**src/rtl/ram_port_arbiter_if.sv**
```systemverilog
// Bundle of the fetch (I), data (D) and RAM-side buses around the RAM port arbiter.
// slave  : the arbiter (takes I/D requests, drives the RAM port, returns ready/rdata, busy).
// master : the surroundings (CPU fetch/data requesters and the RAM instance).
interface ram_port_arbiter_if;
  // Fetch requester
  logic        i_valid;
  logic [31:0] i_addr;
  logic        i_ready;
  logic [31:0] i_rdata;
  // Data requester
  logic        d_valid;
  logic [31:0] d_addr;
  logic [31:0] d_wdata;
  logic [3:0]  d_wstrb;
  logic        d_ready;
  logic [31:0] d_rdata;
  // RAM port (combinational read, synchronous write)
  logic        ram_we;
  logic [3:0]  ram_wstrb;
  logic [31:0] ram_addr;
  logic [31:0] ram_wdata;
  logic [31:0] ram_rdata;
  // Status
  logic        busy;

  modport slave (
    input  i_valid, i_addr, d_valid, d_addr, d_wdata, d_wstrb, ram_rdata,
    output i_ready, i_rdata, d_ready, d_rdata, ram_we, ram_wstrb, ram_addr, ram_wdata, busy
  );

  modport master (
    output i_valid, i_addr, d_valid, d_addr, d_wdata, d_wstrb, ram_rdata,
    input  i_ready, i_rdata, d_ready, d_rdata, ram_we, ram_wstrb, ram_addr, ram_wdata, busy
  );
endinterface

```
**src/rtl/ram_port_arbiter.sv**
```systemverilog
// Shares one single-port RAM between the fetch (I) and data (D) buses; IDLE -> ACCESS -> RESP.
// Latency: request seen at an IDLE edge -> ready pulse two cycles later; one access per 3 cycles.
// Backpressure: a requester holds valid until its one-cycle ready; the loser waits pending.
// Ports: clk, resetn (async active-low), bus (ram_port_arbiter_if.slave: I/D handshakes, RAM port, busy).
// Build option: define ARB_ROUND_ROBIN_EN to alternate grants under contention; default is D-over-I priority.
module ram_port_arbiter #(
  parameter int unsigned RAM_WORDS = 4096
) (
  input  logic                  clk,
  input  logic                  resetn,
  ram_port_arbiter_if.slave     bus
);

  localparam logic [31:0] LP_WORDS = 32'(RAM_WORDS);

  typedef enum logic [1:0] {
    IDLE   = 2'd0,
    ACCESS = 2'd1,
    RESP   = 2'd2
  } state_t;

  state_t      r_state;
  state_t      w_state_nxt;

  logic        r_win_d;      // winner of the transaction in flight: 1 = D, 0 = I
  logic        r_last_d;     // last granted requester, kept in both builds
  logic [31:0] r_ram_addr;
  logic [31:0] r_ram_wdata;
  logic [3:0]  r_ram_wstrb;
  logic        r_ram_we;
  logic [31:0] r_i_rdata;
  logic [31:0] r_d_rdata;

  logic        w_any_vld;
  logic        w_grant_d;
  logic [31:0] w_sel_addr;
  logic [31:0] w_sel_wdata;
  logic [3:0]  w_sel_wstrb;
  logic        w_sel_in_range;
  logic        w_cur_in_range;
  logic [31:0] w_rd_val;

  assign w_any_vld = bus.i_valid | bus.d_valid;

`ifdef ARB_ROUND_ROBIN_EN
  // Under contention the requester that did not win last time gets the port.
  assign w_grant_d = (bus.i_valid && bus.d_valid) ? ~r_last_d : bus.d_valid;
`else
  // Fixed priority: any pending D request beats I.
  assign w_grant_d = bus.d_valid;
`endif

  // Fetches never write, so they latch a zero strobe.
  assign w_sel_addr     = w_grant_d ? bus.d_addr  : bus.i_addr;
  assign w_sel_wdata    = w_grant_d ? bus.d_wdata : 32'h0;
  assign w_sel_wstrb    = w_grant_d ? bus.d_wstrb : 4'b0000;
  assign w_sel_in_range = ({2'b00, w_sel_addr[31:2]} < LP_WORDS);
  assign w_cur_in_range = ({2'b00, r_ram_addr[31:2]} < LP_WORDS);
  assign w_rd_val       = w_cur_in_range ? bus.ram_rdata : 32'h0;

  // State register
  always_ff @(posedge clk or negedge resetn) begin
    if (!resetn) begin
      r_state <= IDLE;
    end else begin
      r_state <= w_state_nxt;
    end
  end

  // Next-state logic
  always_comb begin
    w_state_nxt = r_state;
    case (r_state)
      IDLE:    if (w_any_vld) w_state_nxt = ACCESS;
      ACCESS:  w_state_nxt = RESP;
      RESP:    w_state_nxt = IDLE;
      default: w_state_nxt = IDLE;
    endcase
  end

  // Datapath. ram_we is set on entry to ACCESS and cleared on leaving it, so it is high for
  // exactly the ACCESS cycle; an async reset during ACCESS drops it before the write edge.
  always_ff @(posedge clk or negedge resetn) begin
    if (!resetn) begin
      r_win_d     <= 1'b0;
      r_last_d    <= 1'b0;
      r_ram_addr  <= 32'h0;
      r_ram_wdata <= 32'h0;
      r_ram_wstrb <= 4'b0000;
      r_ram_we    <= 1'b0;
      r_i_rdata   <= 32'h0;
      r_d_rdata   <= 32'h0;
    end else begin
      case (r_state)
        IDLE: begin
          if (w_any_vld) begin
            r_win_d     <= w_grant_d;
            r_ram_addr  <= w_sel_addr;
            r_ram_wdata <= w_sel_wdata;
            r_ram_wstrb <= w_sel_wstrb;
            r_ram_we    <= (w_sel_wstrb != 4'b0000) && w_sel_in_range;
          end
        end
        ACCESS: begin
          r_ram_we    <= 1'b0;
          r_ram_wstrb <= 4'b0000;
          if (r_ram_wstrb == 4'b0000) begin
            if (r_win_d) r_d_rdata <= w_rd_val;
            else         r_i_rdata <= w_rd_val;
          end else if (r_win_d) begin
            r_d_rdata <= 32'h0;  // write response carries no data
          end
        end
        RESP: begin
          r_last_d <= r_win_d;
        end
        default: ;
      endcase
    end
  end

  // Ready is qualified by the requester's valid so a withdrawn request gets no pulse.
  assign bus.i_ready   = (r_state == RESP) && !r_win_d && bus.i_valid;
  assign bus.d_ready   = (r_state == RESP) &&  r_win_d && bus.d_valid;
  assign bus.i_rdata   = r_i_rdata;
  assign bus.d_rdata   = r_d_rdata;
  assign bus.ram_we    = r_ram_we;
  assign bus.ram_wstrb = r_ram_wstrb;
  assign bus.ram_addr  = r_ram_addr;
  assign bus.ram_wdata = r_ram_wdata;
  assign bus.busy      = (r_state != IDLE);

endmodule
```
**src/flat_wrapper.sv**
```systemverilog
// flat-port wrapper written by rule: the top's interface ports become plain ports
module ram_port_arbiter_flat 
#(
  parameter int unsigned RAM_WORDS = 4096
)
  (clk, resetn, bus_i_valid, bus_i_addr, bus_d_valid, bus_d_addr, bus_d_wdata, bus_d_wstrb, bus_ram_rdata, bus_i_ready, bus_i_rdata, bus_d_ready, bus_d_rdata, bus_ram_we, bus_ram_wstrb, bus_ram_addr, bus_ram_wdata, bus_busy);
  ram_port_arbiter_if bus_i ();
  input  logic clk;
  input  logic resetn;
  input wire logic [$bits(bus_i.i_valid)-1:0] bus_i_valid;
  input wire logic [$bits(bus_i.i_addr)-1:0] bus_i_addr;
  input wire logic [$bits(bus_i.d_valid)-1:0] bus_d_valid;
  input wire logic [$bits(bus_i.d_addr)-1:0] bus_d_addr;
  input wire logic [$bits(bus_i.d_wdata)-1:0] bus_d_wdata;
  input wire logic [$bits(bus_i.d_wstrb)-1:0] bus_d_wstrb;
  input wire logic [$bits(bus_i.ram_rdata)-1:0] bus_ram_rdata;
  output wire logic [$bits(bus_i.i_ready)-1:0] bus_i_ready;
  output wire logic [$bits(bus_i.i_rdata)-1:0] bus_i_rdata;
  output wire logic [$bits(bus_i.d_ready)-1:0] bus_d_ready;
  output wire logic [$bits(bus_i.d_rdata)-1:0] bus_d_rdata;
  output wire logic [$bits(bus_i.ram_we)-1:0] bus_ram_we;
  output wire logic [$bits(bus_i.ram_wstrb)-1:0] bus_ram_wstrb;
  output wire logic [$bits(bus_i.ram_addr)-1:0] bus_ram_addr;
  output wire logic [$bits(bus_i.ram_wdata)-1:0] bus_ram_wdata;
  output wire logic [$bits(bus_i.busy)-1:0] bus_busy;
  assign bus_i.i_valid = bus_i_valid;
  assign bus_i.i_addr = bus_i_addr;
  assign bus_i.d_valid = bus_d_valid;
  assign bus_i.d_addr = bus_d_addr;
  assign bus_i.d_wdata = bus_d_wdata;
  assign bus_i.d_wstrb = bus_d_wstrb;
  assign bus_i.ram_rdata = bus_ram_rdata;
  assign bus_i_ready = bus_i.i_ready;
  assign bus_i_rdata = bus_i.i_rdata;
  assign bus_d_ready = bus_i.d_ready;
  assign bus_d_rdata = bus_i.d_rdata;
  assign bus_ram_we = bus_i.ram_we;
  assign bus_ram_wstrb = bus_i.ram_wstrb;
  assign bus_ram_addr = bus_i.ram_addr;
  assign bus_ram_wdata = bus_i.ram_wdata;
  assign bus_busy = bus_i.busy;
  ram_port_arbiter #(.RAM_WORDS(RAM_WORDS)) u_core (.clk(clk), .resetn(resetn), .bus(bus_i));
endmodule
```
**config.mk**
```make
export PLATFORM = sky130hd
export DESIGN_NAME = ram_port_arbiter_flat
export DESIGN_NICKNAME = d
export VERILOG_FILES = /design/src/rtl/ram_port_arbiter_if.sv /design/src/rtl/ram_port_arbiter.sv /design/src/flat_wrapper.sv
export SDC_FILE = /design/constraint.sdc
export NUM_CORES = 1
export LEC_CHECK = 0
export ABC_CLOCK_PERIOD_IN_PS = 1790
export CORE_MARGIN = 2
export CORE_UTILIZATION = 40
export CTS_CLUSTER_DIAMETER = 40
export CTS_CLUSTER_SIZE = 16
export DETAILED_ROUTE_END_ITERATION = 8
export PLACE_DENSITY = 0.78
export SLEW_MARGIN = 30
export SYNTH_ARGS = -nofsm -noshare
export SYNTH_HDL_FRONTEND = slang
export SYNTH_SLANG_ARGS = --single-unit
export TNS_END_PERCENT = 20
```
**constraint.sdc**
```tcl
create_clock -name clk -period 1.79 [get_ports clk]
set_clock_uncertainty 0.1 [all_clocks]
set_input_delay 0.179 -clock clk [delete_from_list [all_inputs] [get_ports clk]]
set_output_delay 0.179 -clock clk [all_outputs]
set_load 0.005 [all_outputs]
```
* After elaboration in Yosys (flattened, before gate mapping) *
Cells that the tools add are included.

operators by class
  $lt $le $gt $ge = 2
  eq/ne operators = 3
  muxes and demuxes = 13
  bitwise logic cells = 2
  reduce and logical (&&, ||, !) cells = 15

operators with widths
  cell                                                          count
  two-way mux 32 bit                                            6
  less-than comparator 30 x 13 -> 1 bit, second input constant  2
  two-way mux 4 bit                                             2
  one-hot mux 4 bit (2 select lines)                            1
  AND reduction 2 bit                                           3
  logical AND 1 bit                                             5
  logical NOT 4 bit                                             1
  one-hot mux 2 bit (2 select lines)                            1
  nonzero test 2 bit                                            2
  nonzero test 4 bit                                            1
  AND reduction 3 bit                                           1
  equality test 2 x 1 -> 1 bit, second input constant           1
  equality test 2 bit, second input constant                    1
  logical NOT 2 bit                                             1
  two-way mux 2 bit                                             1
  != test 2 x 1 -> 1 bit, second input constant                 1
  one-hot mux 1 bit (2 select lines)                            1
  logical NOT 1 bit                                             1
  two-way mux 1 bit                                             1
  inverter 1 bit                                                1
  bitwise OR 1 bit                                              1

word-level totals
  register bits = 136
  input bits = 136
  output and inout port bits = 136

* Depth between registers and ports, before layout *
  depth in word-level cells = 5
  gate-level depth with buffers = 8
  depth with buffers taken out = 5

* Worst setup path before layout *
Ideal clock, no wire load.

  kind = register to register
  from = register u_core.r_ram_addr[20] (netlist: u_core.bus.ram_addr[20])
  to = register u_core.r_i_rdata[10] (netlist: u_core.bus.i_rdata[10])
  library setup time = 0.065 ns
  arrival = 1.466 ns
  data required time = 1.625 ns
  setup slack = 0.158 ns
  cell stages (with the launch flop) = 6
  path buffers = 1
  path through = dfrtp_1 > nor4_2 > nand4_2 > nor3_4 > buf_6 > a22o_1

between the ends
  longest elaborated chain between the ends = 2

ends and longest elaborated chain
  what                                   line                     source
  start: declaration                     ram_port_arbiter.sv:27   logic [31:0] r_ram_addr;
  start signal: assignment               ram_port_arbiter.sv:98   r_ram_addr <= w_sel_addr;
  less-than comparator 30 x 13 -> 1 bit  ram_port_arbiter.sv:58   assign w_cur_in_range = ({2'b00, r_ram_addr[31:2]} < LP_WORDS);
  two-way mux 32 bit                     ram_port_arbiter.sv:59   assign w_rd_val = w_cur_in_range ? bus.ram_rdata : 32'h0;
  end signal: assignment                 ram_port_arbiter.sv:109  else r_i_rdata <= w_rd_val;
  end: declaration                       ram_port_arbiter.sv:31   logic [31:0] r_i_rdata;

No other way between the ends.
A chain may end at the register's enable or synchronous reset.

* Worst setup path after layout *
  from = register u_core.r_ram_addr[29] (netlist: u_core.bus.ram_addr[29])
  to = register u_core.r_d_rdata[10] (netlist: u_core.bus.d_rdata[10])

between the ends
  longest elaborated chain between the ends = 4

ends and longest elaborated chain
  what                                   line                     source
  less-than comparator 30 x 13 -> 1 bit  ram_port_arbiter.sv:58
  two-way mux 32 bit                     ram_port_arbiter.sv:59
  two-way mux 32 bit                     ram_port_arbiter.sv:108  if (r_win_d) r_d_rdata <= w_rd_val;
  two-way mux 32 bit                     ram_port_arbiter.sv:107  if (r_ram_wstrb == 4'b0000) begin
  end signal: assignment                 ram_port_arbiter.sv:108
  end: declaration                       ram_port_arbiter.sv:32   logic [31:0] r_d_rdata;

No other way between the ends. The select of a mux whose other input is x is not followed.

==> flow_metrics.env <==
export IMPL_status="complete, but fails checks"
export IMPL_violations="setup timing"
export IMPL_setup_slack_ns=-0.02412
export IMPL_hold_path_class="input port to asynchronous set/reset pin"
export IMPL_tightest_slew_ns=0.5051
export IMPL_drive_above_1_share=0.1016
export IMPL_switching_share=0.3157
export IMPL_drc=0
export IMPL_gp_congestion=0.8811
export IMPL_drtPass1Iterations=4
export IMPL_pwr_share_seq=0.372
export IMPL_vdd_ir_drop_max_uv=723.0
export IMPL_numCtsBuffers=17
export IMPL_synth_largest_area_cell="dfrtp_1"
export IMPL_setup_worst_path_start_class="register"
export IMPL_cp_arrival_ns=2.06
export IMPL_async_reset_ff_frac=1.000
export IMPL_detail_route_wl_per_cell_um=18.70
export IMPL_syn_num_nets=538
export IMPL_area_delta_synth_final_pct=69.90
export IMPL_max_freq_ghz=0.5512
export IMPL_critPathRequiredTime_ns=2.03
export IMPL_hold_slack_ns=0.1379
export IMPL_stdcell_count=875
export IMPL_fp_dieH_um=119.8
export IMPL_rsz0062_at_grt="yes"
export IMPL_syn_area_um2=5361
export IMPL_synthMuxAreaShare=0.05974
export IMPL_grt_ovfl_total=0
export IMPL_grt_usage=0.2275
export IMPL_synth_top_family_by_area="compound AO/OA/AOI/OAI gates"
export IMPL_synth_xor_area_frac=0
export IMPL_rows=42
export IMPL_antenna_cells=0
export IMPL_synth_distinct_cells=29
export IMPL_detail_route_iter0_violations=298
export IMPL_htreeDepth=4
export IMPL_initial_core_util=0.4065
export IMPL_min_period_over_period=1.013
export IMPL_setup_viol=16
export IMPL_worst_path_max_fanout=16
export IMPL_synth_seq_cells=136
export IMPL_synth_top_area_frac=0.6348
export IMPL_switchingPower_mw=3.768
export IMPL_clock_power_share=0.294
export IMPL_pwr_share_comb=0.334
export IMPL_wl_mm=16.37
export IMPL_grt_max_degree=66
export IMPL_grt_pass1_vias=4696
export IMPL_syn_inst=402
export IMPL_pwr_density_cell_nw_per_um2=1310
export IMPL_cts_sinks=136
export IMPL_coreArea_um2=13190
export IMPL_hpwl_mm=11.99
export IMPL_vias=4570
export IMPL_ys_seq_area_frac=0.6348
export IMPL_path_clk_slew_ns=0.06
export IMPL_synthAdderAreaFrac=0
export IMPL_grt_pass1_wl_mm=25.28
export IMPL_place_ws_ns=-0.1996
export IMPL_die_area_um2=14350
export IMPL_cts_root_buf="clkbuf_16"
export IMPL_slew_violations=0
export IMPL_synth_most_common_cell="dfrtp_1"
export IMPL_synth_cells_most_frequent="136 x dfrtp_1, 100 x a22o_1, 34 x nand2_1, 32 x mux2i_1, 17 x o21ai_0"
export IMPL_place_inst=839
export IMPL_insertion_delay_ns=0.41
export IMPL_fin_crit_ns=1.814
export IMPL_synthFlopType="dfrtp_1"
export IMPL_finalNetCount=822
export IMPL_viasPerCell=5.223
export IMPL_syn_mean_instance_area_um2=13.34
export IMPL_cts_tree="built"
export IMPL_criticalPathCategory="register to register"
export IMPL_synth_compound_area_share=0.1970
export IMPL_io_buffers=271
export IMPL_die_w_um=119.8
export IMPL_synth_edf_count=0
export IMPL_p_leak_nw=4.062
export IMPL_hold_violations=0
export IMPL_io_pins=272
export IMPL_yosys_area_share_simple=0.07305
export IMPL_synth_warnings=0
export IMPL_synthTopCellsByArea="dfrtp_1 63%, a22o_1 16%, mux2i_1 6.0%"
export IMPL_max_slew_margin=0.6618
export IMPL_ant_nets=0
export IMPL_clk_path_buf_depth=2
export IMPL_cap_violations=0
export IMPL_end_kind="register"
export IMPL_internal_power_mw=8.168
export IMPL_antenna_found_initial=0
[layout make-up]
cell class | instances | area (µm²)
Multi-Input combinational cell | 234 | 1831
Tap cell | 176 | 220.2
Clock inverter | 15 | 180.2
Fill cell | 948 | 4081
Clock buffer | 17 | 425.4
Sequential cell | 136 | 3405
Inverter | 1 | 3.754
Timing Repair Buffer | 296 | 3044
[logic make-up after synthesis]
logic type / count (synthesis)
flops: 136
buf+inv: 32
compound gates: 135
mux: 32
simple gates: 67
[critical path, stage by stage (launching register included)]
cell and delay, ns:
dfrtp_1 0.43, nor4_4 0.35, nand4_4 0.18, nor3_4 0.23
buf_12 0.14, clkbuf_16 0.17, a22o_1 0.13
[power groups by stage]
stage / sequential [mW] / clock [mW] / combinational [mW]
5_1_grt: 4.53 / 3.74 / 4.32
4_1_cts: 4.40 / 3.57 / 3.99
6_report: 4.44 / 3.51 / 3.99
3_5_place_dp: 4.40 / 0 / 3.96
2_1_floorplan: 4.39 / 0 / 1.41
3_3_place_gp: 4.38 / 0 / 3.88
[state kept, by name, summed over array words and instances (netlist names)]
signal / count
u_core.bus.ram_wstrb: 4
u_core.bus.ram_addr: 32
u_core.bus.i_rdata: 32
u_core.bus.d_rdata: 32
u_core.r_win_d: 1
u_core.bus.ram_wdata: 32
u_core.r_state: 2
u_core.bus.ram_we: 1
[layout by cell type (no fill, tap or decap), types with 2 or more instances in the layout]
cell type	count
nor3_1	2
clkbuf_16	19
a22o_1	100
mux2i_1	32
nor2_1	6
nand4_1	3
buf_4	13
dlygate4sd2_1	2
a21o_1	2
buf_12	9
nand2_1	33
nor3_4	2
clkinv_8	2
inv_8	6
nor4_4	5
clkinv_4	2
dfrtp_1	135
nor4_1	4
inv_6	2
clkdlybuf4s50_1	266
o21ai_0	16
clkinvlp_4	2
o21ai_1	16
[metal layers]
layer	vias to the layer above	GRT usage	wire length [µm]
li1	2096	-	-
met1	2229	0.2804	6506
met2	228	0.3811	8179
met4	0	0.06618	232
met5	-	0	0
met3	17	0.07700	1446
[final timing paths]
kind                            slack [ns]                                   to                           startpoint  cells past startpoint
worst max-delay path                 -0.02   u_core.bus.d_rdata[10]$_DFFE_PN0P_  u_core.bus.ram_addr[29]$_DFFE_PN0P_                      6
worst min-delay path                  0.14  u_core.bus.ram_addr[24]$_DFFE_PN0P_                               resetn                      2
worst max register to register       -0.02   u_core.bus.d_rdata[10]$_DFFE_PN0P_  u_core.bus.ram_addr[29]$_DFFE_PN0P_                      6
worst min register to register        0.38   u_core.bus.ram_addr[8]$_DFFE_PN0P_   u_core.bus.ram_addr[8]$_DFFE_PN0P_                      2
max in group asynchronous             0.85   u_core.bus.d_rdata[12]$_DFFE_PN0P_                               resetn                      3
min in group clk                      0.20  u_core.bus.ram_addr[21]$_DFFE_PN0P_                          bus_d_valid                      3
[metrics by stage]
step	util	power (mW)	cell area, µm²	TNS (ns)
final	0.6906	11.94	9109	-0.2734
after global routing	0.6906	12.58	9109	-3.711
after CTS	0.6825	11.96	9002	-0.01289
after detailed placement	0.6343	8.359	8367	-10.85
after global placement	0.6343	8.257	8367	-12.32
after floorplan	-	5.808	5361	0
[repair_timing]
action	in CTS	in global routing
hold buffers	1	0
endpoints found under the setup margin	67	66
pin swaps	2	22
cloned	0	2
endpoints found under the hold margin	136	0
gates resized for setup	8	6
buffers inserted	0	1
(Power assumes the default switching activity.)
